<file path="src/rtl/instruction_fetch_unit_pkg.sv">
// Shared definitions for the instruction fetch unit and anything that
// predecodes fetched words (decode may import this as well).
//   OPC_J     : major opcode of the J-type jump
//   INSTR_NOP : word held in IF/ID after reset
//   state_e   : fetch FSM encoding RUN/HOLD/HALT = 0/1/2
package instruction_fetch_unit_pkg;

  localparam logic [5:0]  OPC_J     = 6'b000010;
  localparam logic [31:0] INSTR_NOP = 32'h0000_0000;

  typedef enum logic [1:0] {
    RUN  = 2'd0,
    HOLD = 2'd1,
    HALT = 2'd2
  } state_e;

endpackage

</file>
<file path="src/rtl/instruction_fetch_unit_jump_predecode.sv">
// fetch_jump_predecode: combinational J-type detector and target former.
// Ports:
//   i_instr    in  32  fetched instruction word
//   i_pc_plus4 in  32  address of the word + 4 (supplies the region bits)
//   o_is_j     out 1   word is a J-type jump
//   o_j_target out 32  {pc_plus4[31:28], instr[25:0], 2'b00}
module fetch_jump_predecode
  import instruction_fetch_unit_pkg::*;
(
  input  logic [31:0] i_instr,
  input  logic [31:0] i_pc_plus4,
  output logic        o_is_j,
  output logic [31:0] o_j_target
);

  assign o_is_j     = (i_instr[31:26] == OPC_J);
  // Target stays within the 256 MB region of the delay-free successor.
  assign o_j_target = (i_pc_plus4 & 32'hF000_0000) | {4'b0000, i_instr[25:0], 2'b00};

endmodule

</file>
<file path="src/rtl/instruction_fetch_unit.sv">
// instruction_fetch_unit: owns the PC, drives the single-cycle instruction
// memory, captures the returned word into the IF/ID register with a
// valid/ready handshake, follows J-type jumps locally and takes redirects
// from execute. Fetching an address beyond the populated memory halts with
// a sticky fault until the next redirect.
// Ports:
//   clk, rst_n                      clock, async active-low reset
//   imem_addr       out 32          byte address = pc
//   imem_instr      in  32          word at imem_addr, same cycle
//   redirect_valid  in  1           PC override (highest priority)
//   redirect_target in  32          new PC, low two bits ignored
//   id_valid/id_ready               IF/ID handshake
//   id_instr, id_pc, id_pc_plus4    IF/ID payload
//   fetch_fault     out 1           sticky out-of-range flag
//   fetch_count     out 32          saturating handshake counter
module instruction_fetch_unit
  import instruction_fetch_unit_pkg::*;
#(
  parameter logic [31:0] RESET_PC   = 32'h0000_0000,
  parameter int unsigned IMEM_WORDS = 64
) (
  input  logic        clk,
  input  logic        rst_n,
  output logic [31:0] imem_addr,
  input  logic [31:0] imem_instr,
  input  logic        redirect_valid,
  input  logic [31:0] redirect_target,
  output logic        id_valid,
  input  logic        id_ready,
  output logic [31:0] id_instr,
  output logic [31:0] id_pc,
  output logic [31:0] id_pc_plus4,
  output logic        fetch_fault,
  output logic [31:0] fetch_count
);

  localparam logic [31:0] LP_WORDS = 32'(IMEM_WORDS);

  state_e      r_state, w_state_nxt;
  logic [31:0] r_pc;
  logic        r_id_valid;
  logic [31:0] r_id_instr, r_id_pc, r_id_pc_plus4;
  logic        r_fault;
  logic [31:0] r_count;

  logic [31:0] w_pc_plus4, w_next_pc, w_j_target, w_redir_pc;
  logic        w_is_j, w_oor, w_hs, w_load, w_capture, w_set_fault;

  assign w_pc_plus4 = r_pc + 32'd4;
  assign w_redir_pc = redirect_target & 32'hFFFF_FFFC;
  // Range check is on the pc about to be fetched, never on id_pc.
  assign w_oor      = ({2'b00, r_pc[31:2]} >= LP_WORDS);
  assign w_hs       = r_id_valid && id_ready;
  assign w_load     = !r_id_valid || id_ready;

  fetch_jump_predecode u_predecode (
    .i_instr    (imem_instr),
    .i_pc_plus4 (w_pc_plus4),
    .o_is_j     (w_is_j),
    .o_j_target (w_j_target)
  );

  assign w_next_pc = w_is_j ? w_j_target : w_pc_plus4;

  always_ff @(posedge clk or negedge rst_n) begin
    if (!rst_n) r_state <= RUN;
    else        r_state <= w_state_nxt;
  end

  // HOLD behaves like RUN with the load condition false; the cycle id_ready
  // returns is a normal fetch, so the restart has no bubble.
  always_comb begin
    w_state_nxt = r_state;
    w_capture   = 1'b0;
    w_set_fault = 1'b0;
    if (redirect_valid) begin
      w_state_nxt = RUN;
    end else begin
      case (r_state)
        RUN, HOLD: begin
          if (w_oor) begin
            w_state_nxt = HALT;
            w_set_fault = 1'b1;
          end else if (w_load) begin
            w_state_nxt = RUN;
            w_capture   = 1'b1;
          end else begin
            w_state_nxt = HOLD;
          end
        end
        HALT:    w_state_nxt = HALT;
        default: w_state_nxt = RUN;
      endcase
    end
  end

  always_ff @(posedge clk or negedge rst_n) begin
    if (!rst_n) begin
      r_pc          <= RESET_PC;
      r_id_valid    <= 1'b0;
      r_id_instr    <= INSTR_NOP;
      r_id_pc       <= '0;
      r_id_pc_plus4 <= '0;
      r_fault       <= 1'b0;
      r_count       <= '0;
    end else begin
      // A handshake counts even when a redirect flushes the same cycle.
      if (w_hs && (r_count != 32'hFFFF_FFFF)) r_count <= r_count + 32'd1;
      if (redirect_valid) begin
        r_pc       <= w_redir_pc;
        r_id_valid <= 1'b0;
        r_fault    <= 1'b0;
      end else if (w_capture) begin
        r_pc          <= w_next_pc;
        r_id_valid    <= 1'b1;
        r_id_instr    <= imem_instr;
        r_id_pc       <= r_pc;
        r_id_pc_plus4 <= w_pc_plus4;
      end else begin
        // No capture: a pending word may still drain to decode.
        if (w_hs)        r_id_valid <= 1'b0;
        if (w_set_fault) r_fault    <= 1'b1;
      end
    end
  end

  assign imem_addr   = r_pc;
  assign id_valid    = r_id_valid;
  assign id_instr    = r_id_instr;
  assign id_pc       = r_id_pc;
  assign id_pc_plus4 = r_id_pc_plus4;
  assign fetch_fault = r_fault;
  assign fetch_count = r_count;

endmodule

</file>
<file path="config.mk">
export PLATFORM = sky130hd
export DESIGN_NAME = instruction_fetch_unit
export DESIGN_NICKNAME = d
export VERILOG_FILES = /design/src/rtl/instruction_fetch_unit_pkg.sv /design/src/rtl/instruction_fetch_unit_jump_predecode.sv /design/src/rtl/instruction_fetch_unit.sv
export SDC_FILE = /design/constraint.sdc
export NUM_CORES = 1
export LEC_CHECK = 0
export BUFFER_PORTS_ARGS = -buffer_cell sky130_fd_sc_hd__buf_2
export CAP_MARGIN = 0
export CORE_ASPECT_RATIO = 1.75
export CORE_MARGIN = 2
export CORE_UTILIZATION = 35
export CTS_CLUSTER_DIAMETER = 60
export DETAILED_ROUTE_END_ITERATION = 7
export RECOVER_POWER = 50
export SYNTH_ARGS = -nofsm -noshare
export SYNTH_HDL_FRONTEND = slang
export SYNTH_SLANG_ARGS = --single-unit
export TNS_END_PERCENT = 30
</file>
<file path="constraint.sdc">
create_clock -name clk -period 3.4 [get_ports clk]
set_clock_uncertainty 0.15 [all_clocks]
set_input_delay 0 -clock clk [delete_from_list [all_inputs] [get_ports clk]]
set_output_delay 0 -clock clk [all_outputs]
set_load 0.01 [all_outputs]
</file>
======== Yosys cells after proc, flatten, opt, wreduce, memory -nomap -nowiden ========
Index checks and enable logic that the tools add are counted.
W data, S select, Z words.
storage, ports and cells
  register bits after elaboration ......... 164
  input bits .............................. 68
  output and inout bits ................... 162
  word-level logic and storage cells ...... 49
cells by class
  add/sub/neg operators ................... 2
  order comparisons ....................... 1
  equal/unequal tests ..................... 5
  mux-type cells .......................... 20
  bitwise operators ....................... 2
  reduce and logical (&&, ||, !) cells .... 11
operators by type and width
  cell                     count
  $mux W32                 3
  $add A32 B1 Y32 const B  1
  $add A32 B3 Y32 const B  1
  $ne A32 B32 Y1 const B   1
  $or A32 B28 Y32          1
  $ge A30 B7 Y1 const B    1
  $mux W1                  14
  $eq A6 B2 Y1 const B     1
  $mux W2                  2
  $pmux W2 S2              1
  $reduce_and A2 Y1        2
  $reduce_bool A2 Y1       2
  $reduce_bool A3 Y1       1
  $eq A2 B1 Y1 const B     1
  $eq A2 B2 Y1 const B     1
  $logic_and A1 B1 Y1      2
  $logic_not A2 Y1         1
  $ne A2 B2 Y1 const B     1
  $reduce_or A2 Y1         1
  $logic_not A1 Y1         1
  $logic_or A1 B1 Y1       1
  $not A1 Y1               1

======== Logic depth before layout (Yosys ltp) ========
Gate-level depths: netlist of the first run.
  word-level depth ........................ 8
  depth in mapped cells ................... 9
  gate-level depth less buffers ........... 7

======== By module ========
A second synthesis of the first run with hierarchy kept.
unflattened totals
  cells, all modules ...................... 769
  area, all modules ....................... 7493.4 um^2
by module, submodules not included
  module                  instances  cells each  area an instance (um^2)  sequential area each (um^2)
  instruction_fetch_unit  1          734         7229.4                   4053.9
  fetch_jump_predecode    1          35          264.0                    0.0

======== Least setup slack after synthesis of the first run ========
OpenSTA, ideal clock, no wires.
  path kind ............................... flip-flop to flip-flop
  from .................................... reg r_pc[13], in the netlist imem_addr[13]
  to ...................................... reg r_pc[12], in the netlist imem_addr[12]
  library setup time ...................... 0.126 ns
  arrival time ............................ 2.111 ns
  required time ........................... 3.124 ns
  path slack .............................. 1.013 ns
  stages on the path, launching flop included .. 8
  path buffers ............................ 2
  clock period less this slack ............ 2.387 ns
  cells stage by stage .................... dfrtp_1 buf_4 nor4_4 nand4_2 or3_1 buf_2 a22o_1 a221o_1
between the ends
  longest elaborated chain between the ends .. 5
ends and longest elaborated chain
  item                                 line                           RTL
  start: declaration                   instruction_fetch_unit.sv:40   logic [31:0] r_pc;
  start signal: assignment             instruction_fetch_unit.sv:110  r_pc <= w_redir_pc;
  start signal: assignment             instruction_fetch_unit.sv:114  r_pc <= w_next_pc;
  $ge A30 B7 Y1                        instruction_fetch_unit.sv:52   assign w_oor = ({2'b00, r_pc[31:2]} >= LP_WORDS);
  $mux W1                              instruction_fetch_unit.sv:81   if (w_oor) begin
  $mux W1                              instruction_fetch_unit.sv:79   case (r_state)
  $mux W1                              instruction_fetch_unit.sv:76   if (redirect_valid) begin
  $reduce_bool A2 Y1 (no source line)  --
No other way between the ends.
A chain may end at the register's enable or synchronous reset.

======== Worst setup path after layout of the first run ========
  from .................................... reg r_pc[2], in the netlist imem_addr[2]
  to ...................................... reg r_pc[2], in the netlist imem_addr[2]
between the ends
  elaborated cells between the ends (all ways) .. 9
  classes of those cells .................. add/sub (1); order compare (1); mux (6); reduce/logical (1)
RTL lines
  item                                 line                                         RTL
  $add A32 B3 Y32                      instruction_fetch_unit.sv:49                 assign w_pc_plus4 = r_pc + 32'd4;
  named net u_predecode.i_pc_plus4[2]  instruction_fetch_unit_jump_predecode.sv:11  input logic [31:0] i_pc_plus4,
  $mux W32                             instruction_fetch_unit.sv:63                 assign w_next_pc = w_is_j ? w_j_target : w_pc_plus4;
  $mux W32                             instruction_fetch_unit.sv:113                end else if (w_capture) begin
  $mux W32                             instruction_fetch_unit.sv:109                if (redirect_valid) begin
The timed path passes the listed nets, and every way through them passes these cells. The select of a mux whose other input is x is not followed.

==> reports/summary.txt, run 1 <==
Status: finished, violations left
Final core occ: 48.4%
Vias after detailed routing: 5912
Die height: 192 um
Max-slew headroom: -62.5%
Design Power: 4600 uW
First-pass GRT wire length: 32700 um
Initial antenna violation count: 0
Delay of the slowest critical-path stage: 0.56 ns
Max-Cap Viols: 1
Arr. time, crit path: 3.25 ns
Hpwl dp: 14600 um
Yosys warning count: 0
Critical path's top delay family: simple AND/OR/NAND/NOR gates
CP startpoint kind: register
Failing checks: capacitance limit, slew limit
Combinational Power Share: 11.7%
Worst setup EP type: register
I/O Pins: 230
Tightest Pin Transition: 2.44 ns
GRT Total Usage: 19.6%
CTS tree: yes
Setup TNS: 0 ns
Synth cell types: 61
CTS max path bufs: 2
Reg clk slew, reported paths: 0.06 ns
Worst path buffer plus inverter count: 2
Die area: 0.0213 sq mm
Layout cells sized above 1: 19.6%
Initial core utilization: 35.6%
H-Tree Depth: 4
Sequential cell area fraction in the yosys report: 56.2%
Nets: 974
Post-Syn Instances: 610
Synthesized cell area: 0.00703 sq mm
Largest net degree at the start of global routing: 95
Synth-to-layout area growth: 35.8%
DR WL/cell: 17.9 um
Maximum clock frequency: 0.323 GHz
Worst-Skew Late Latency: 0.43 ns
Avg Inst Size Synth: 11.5 sq um
Async SR Flop Fraction: 100%
# DRC: 0
Post-synth EDFFs: 0
RSZ-0062 raised after global routing: false
Final wirelength: 20700 um
Worst ir drop on vdd: 315 uV
Ant diodes: 0
CP max FO: 10
PwrDens: 482 mW/mm^2
CP Cell Sequence: inv_1 > ha_1 > or4b_1 > o211ai_2 > or3_4 > nor4_1 > a221o_1 > dlygate4sd3_1
CP Class: register to register
Required @ worst endpoint: 3.55 ns
1st-iter DRT viols: 261
GP Congestion: 0.850
Sw power: 1180 uW
Die extent in x: 111 um
Clock sink count: 158
Slowest-stage cell, CP: dlygate4sd3_1
Number of global-route vias before repair: 6088
Global route overflow: 0
Int Power: 3430 uW
Final Hold Fails: 0
Hold crit path type: input port to register
Commonest non-fill, non-tap cell in the layout: dfrtp_1
PortBufs: 221
Commonest cells after routing, fill and taps aside: dfrtp_1 (158), clkbuf_1 (144), buf_2 (79)
CTS Root Cell: clkbuf_16
Crit share post-route: 91.1%
Switch share: 25.6%
Tmin final: 3.10 ns
Clock power frac: 42.8%
Seq pwr share: 45.5%
Rows: 68
Detail Route Antenna Nets: 0
Std-Cell Core Area: 0.0197 sq mm
Internal reg-to-reg setup slack: 0.30 ns
#FFs+latches synth: 158
CTS Buf Count: 17
Final Slew Violations: 94
Vias per cell: 5.10
Top_reg_cell synth: dfrtp_1
Static leakage: 0.00432 uW
DRT Pass-1 Iters: 4
Setup violators final: 0
cells in the mapped netlist (all sizes together), types with 2 or more instances:
master  instances  area share [%]
and3           13             1.2
nor2b          49             4.4
a22o            2            0.25
clkbuf         15            0.80
or3             5            0.44
nand2          29             1.5
nand2b          6            0.53
o31a            4            0.50
dfrtp         158              56
o211ai          4            0.50
nor4           13             1.6
o311a           2            0.28
nand4          20             1.9
a31oi          16             1.4
a311oi          2            0.25
mux2i           3            0.43
o21a            2            0.21
buf            18             1.5
mux2           47             7.5
a21o            2            0.21
a211o           2            0.25
and2           18             1.6
nand3          25             1.8
o22a            2            0.25
a21boi          3            0.37
xnor2          27             3.4
inv             9            0.48
nor4b           2            0.34
and4            2            0.25
a211oi          3            0.32
nor2           34             1.8
a41oi           7            0.87
xor2           10             1.2
ha              3            0.53
nor3            9            0.64
a21oi          19             1.4
o31ai           8            0.85
a221o           2            0.28
metrics by stage:
step	hold WS [ns]	area [sq um]	std cells	setup WS, ns
floorplan	-0.446	7050	615	1.01
global placement	0.0154	8430	1060	0.563
detailed placement	0.0178	8430	1060	0.470
CTS	0.00779	9730	1160	0.0986
global route	0.187	9550	1160	0.147
finish	0.195	9550	1160	0.301
layout make-up:
class	instances	area, sq um
Clock buffer	23	478
Clock inverter	8	131
Fill cell	1932	10200
Inverter	9	33.8
Multi-Input combinational cell	415	2910
Sequential cell	158	3950
Tap cell	245	307
Timing Repair Buffer	302	1740
routing by layer:
layer  vias to the layer above  global-route usage [%]  wire (um)
met5                         -                       0          0
li1                       2755                       -          -
met3                        34                    4.95       1160
met4                         0                    8.40        570
met2                       210                    35.2      10900
met1                      2913                    22.2       8090
repair_timing:
item | CTS | global route
gates resized for setup | 0 | 1
endpoints found under the hold margin | 160 | 0
setup buffers | 0 | 0
setup endpoints to repair | 0 | 1
hold buffers | 69 | 0
logic make-up after synthesis:
group,share of synthesized area (%)
other cells,0.0533
simple gates,18.5
flops,56.2
compound gates,9.32
fa+ha+maj,0.534
buf+inv,2.79
xor+xnor,4.61
mux,7.95
worst reg2reg max path, stage by stage (launching register included):
cell           delay [ns]
dfrtp_1              0.46
inv_1                0.13
ha_1                 0.16
or4b_1               0.48
o211ai_2             0.37
or3_4                0.30
nor4_1               0.07
a221o_1              0.30
dlygate4sd3_1        0.56
worst paths after layout:
kind / start / to / cells past startpoint
max: imem_addr[2] / imem_addr[2] / 8
min: redirect_target[29] / imem_addr[29] / 3
max reg2reg: imem_addr[2] / imem_addr[2] / 8
min reg2reg: fetch_count[10] / fetch_count[10] / 1
max in group asynchronous: rst_n / imem_addr[22] / 3
min in group asynchronous: rst_n / fetch_count[15] / 2
sequential cells by signal (all words and copies together), names as in the netlist:
register,flops
id_pc,30
id_pc_plus4,30
id_valid,1
fetch_count,32
id_instr,32
r_state,2
imem_addr,30
fetch_fault,1
power groups by stage:
| stage | combinational, uW | clock (uW) | sequential [uW] |
|---|---|---|---|
| floorplan | 206 | 0 | 2140 |
| global placement | 486 | 0 | 2120 |
| detailed placement | 489 | 0 | 2120 |
| CTS | 559 | 2030 | 2090 |
| global route | 594 | 2110 | 2110 |
| finish | 537 | 1970 | 2090 |
Note: power is estimated with default switching activity, not from simulation.
==> inputs of run 2 (changes only) <==
--- a/config.mk
+++ b/config.mk
@@ -12,6 +12,7 @@
 export CORE_UTILIZATION = 35
 export CTS_CLUSTER_DIAMETER = 60
 export DETAILED_ROUTE_END_ITERATION = 7
+export MAX_ROUTING_LAYER = met4
 export RECOVER_POWER = 50
 export SYNTH_ARGS = -nofsm -noshare
 export SYNTH_HDL_FRONTEND = slang
==> constraint.sdc (replaced) <==
create_clock -name clk -period 3.6 [get_ports clk]
set_clock_uncertainty 0.15 [all_clocks]
set_input_delay 0 -clock clk [delete_from_list [all_inputs] [get_ports clk]]
set_output_delay 0 -clock clk [all_outputs]
set_load 0.01 [all_outputs]
==> reports/summary.txt, run 2 (synthesized netlist as in run 1, its figures left out) <==
Worst slack, placed: 0.721 ns (+0.252 ns)
Commonest cells after routing, fill and taps aside: dfrtp_1 (158), clkbuf_1 (146), buf_2 (79)
Worst R2R Start: imem_addr[29]
Die extent in x: 111 um (unchanged)
I/O Pins: 230 (unchanged)
Status: finished, violations left
FILL cells: 1917 (-0.78%)
Vias per cell: 5.00 (-1.9%)
Top Usage Layer GRT: met2
# DRC: 0 (unchanged)
Std-Cell Core Area: 0.0197 sq mm (unchanged)
Vias after detailed routing: 5825 (-1.5%)
GRT Total Usage: 20.1% (+0.49 points)
Tightest Pin Transition: 1.95 ns (-0.490 ns)
Int Power: 3040 uW (-11%)
Final Slew Violations: 79 (-16%)
Commonest non-fill, non-tap cell in the layout: dfrtp_1
CP Class: register to register
H-Tree Depth: 4 (unchanged)
Die area: 0.0213 sq mm (unchanged)
Number of global-route vias before repair: 5978 (-1.8%)
CTS tree: yes
Setup TNS: 0 ns (unchanged)
Die height: 192 um (unchanged)
CTS max path bufs: 2 (unchanged)
Max-Cap Viols: 1 (unchanged)
Static leakage: 0.00429 uW (-0.66%)
Synth-to-layout area growth: 35.0%
Final wirelength: 20700 um (-0.33%)
Final Hold Fails: 0 (unchanged)
PortBufs: 221 (unchanged)
Reg clk slew, reported paths: 0.06 ns (about the same)
First-pass GRT wire length: 32400 um (-0.76%)
1st-iter DRT viols: 329 (+26%)
Sw power: 1080 uW (-8.2%)
Layout cells sized above 1: 19.0% (-0.54 points)
Hpwl dp: 14800 um (+1.4%)
Nets: 981 (+0.72%)
Hold crit path type: input port to register
Worst hold slack: 0.211 ns (+0.0160 ns)
Switch share: 26.2% (+0.64 points)
Arr. time, crit path: 3.56 ns (+0.31 ns)
Storage cell area: 0.00395 sq mm (unchanged)
Global route overflow: 0 (unchanged)
Met3 usage: 3.96% (-0.98 points)
CP max FO: 10 (unchanged)
Footprint of the multi-input gates: 0.00291 sq mm (-0.17%)
DRT Pass-1 Iters: 4 (unchanged)
Worst Hold Launch: redirect_target[28]
RSZ-0062 raised after global routing: false
DR WL/cell: 17.7 um (-0.76%)
Tmin final: 3.41 ns (+0.310 ns)
Rows: 68 (unchanged)
Seq pwr share: 47.9% (+2.4 points)
Max-slew headroom: -29.8% (+33 points)
Combinational Power Share: 12.4% (+0.7 points)
Post-CTS setup buffer count: 0 (unchanged)
CTS Root Cell: clkbuf_16
Setup violators final: 0 (unchanged)
Met1 usage: 22.7% (+0.55 points)
Worst setup margin: 0.191 ns (-0.110 ns)
Largest net degree at the start of global routing: 79 (-17%)
Failing checks: capacitance limit, slew limit
Worst setup EP type: register
Maximum clock frequency: 0.293 GHz (-9.1%)
Worst ir drop on vdd: 318 uV (+0.79%)
Required @ worst endpoint: 3.75 ns (+0.20 ns)
CP startpoint kind: register
Detail Route Antenna Nets: 0 (unchanged)
Crit share post-route: 94.7% (+3.5 points)
Final core occ: 48.1% (-0.30 points)
Clock sink count: 158 (unchanged)
CTS Buf Count: 17 (unchanged)
Clock power frac: 39.7% (-3.1 points)
GP Congestion: 0.859 (+1.0%)
Setup crit start: imem_addr[29]
PwrDens: 434 mW/mm^2 (-9.9%)
Met2 Use GR: 34.9% (-0.26 points)
Initial antenna violation count: 0 (unchanged)
Worst-Skew Late Latency: 0.42 ns (about the same)
Ant diodes: 0 (unchanged)
Initial core utilization: 35.6% (unchanged)
run 2: power groups by stage:
stage,combinational [uW],clock [uW],sequential (uW)
after floorplan,195,0,2020
after detailed placement,462,0,2000
after CTS,534,1700,1970
final,512,1640,1970
after global routing,563,1770,1990
after global placement,457,0,2000
run 2: what timing repair did:
| item | 4_1_cts | 5_1_grt |
|---|---|---|
| gates resized for setup | 0 | 0 |
| endpoints found under the hold margin | 143 | 0 |
| hold buffers | 75 | 0 |
run 2: routing by layer:
layer  vias up  wire length (um)
met4         0               587
li1       2785                 -
met2       197             10800
met3        35               990
met5         -                 0
met1      2808              8300
run 2: worst max-delay path, stage by stage (launching register included):
cell,delay (ns)
dfrtp_1,0.39
nor4_1,0.51
nand4_2,0.30
or3_1,0.67
a22o_1,0.41
a221o_1,0.31
dlygate4sd3_1,0.55
run 2: final timing paths:
kind,endpoint,slack (ns),cells past startpoint
max,imem_addr[12],0.19,6
min,imem_addr[28],0.21,3
max reg2reg,imem_addr[12],0.19,6
min reg2reg,fetch_count[10],0.34,1
max in group asynchronous,fetch_count[24],1.13,3
min in group asynchronous,id_pc[27],0.51,2
run 2: metrics by stage:
| stage | cells | power (uW) | instance area, sq um |
|---|---|---|---|
| floorplan | 615 | 2210 | 7050 |
| global placement | 1061 | 2460 | 8410 |
| detailed placement | 1061 | 2470 | 8410 |
| CTS | 1165 | 4200 | 9680 |
| global route | 1165 | 4320 | 9490 |
| finish | 1165 | 4120 | 9490 |
run 2: layout make-up:
type / count / area share, %
Inverter: 9 / 0.356
Tap cell: 245 / 3.23
Timing Repair Buffer: 309 / 18.7
Clock inverter: 8 / 0.738
Multi-Input combinational cell: 415 / 30.6
Clock buffer: 21 / 4.75
Sequential cell: 158 / 41.7
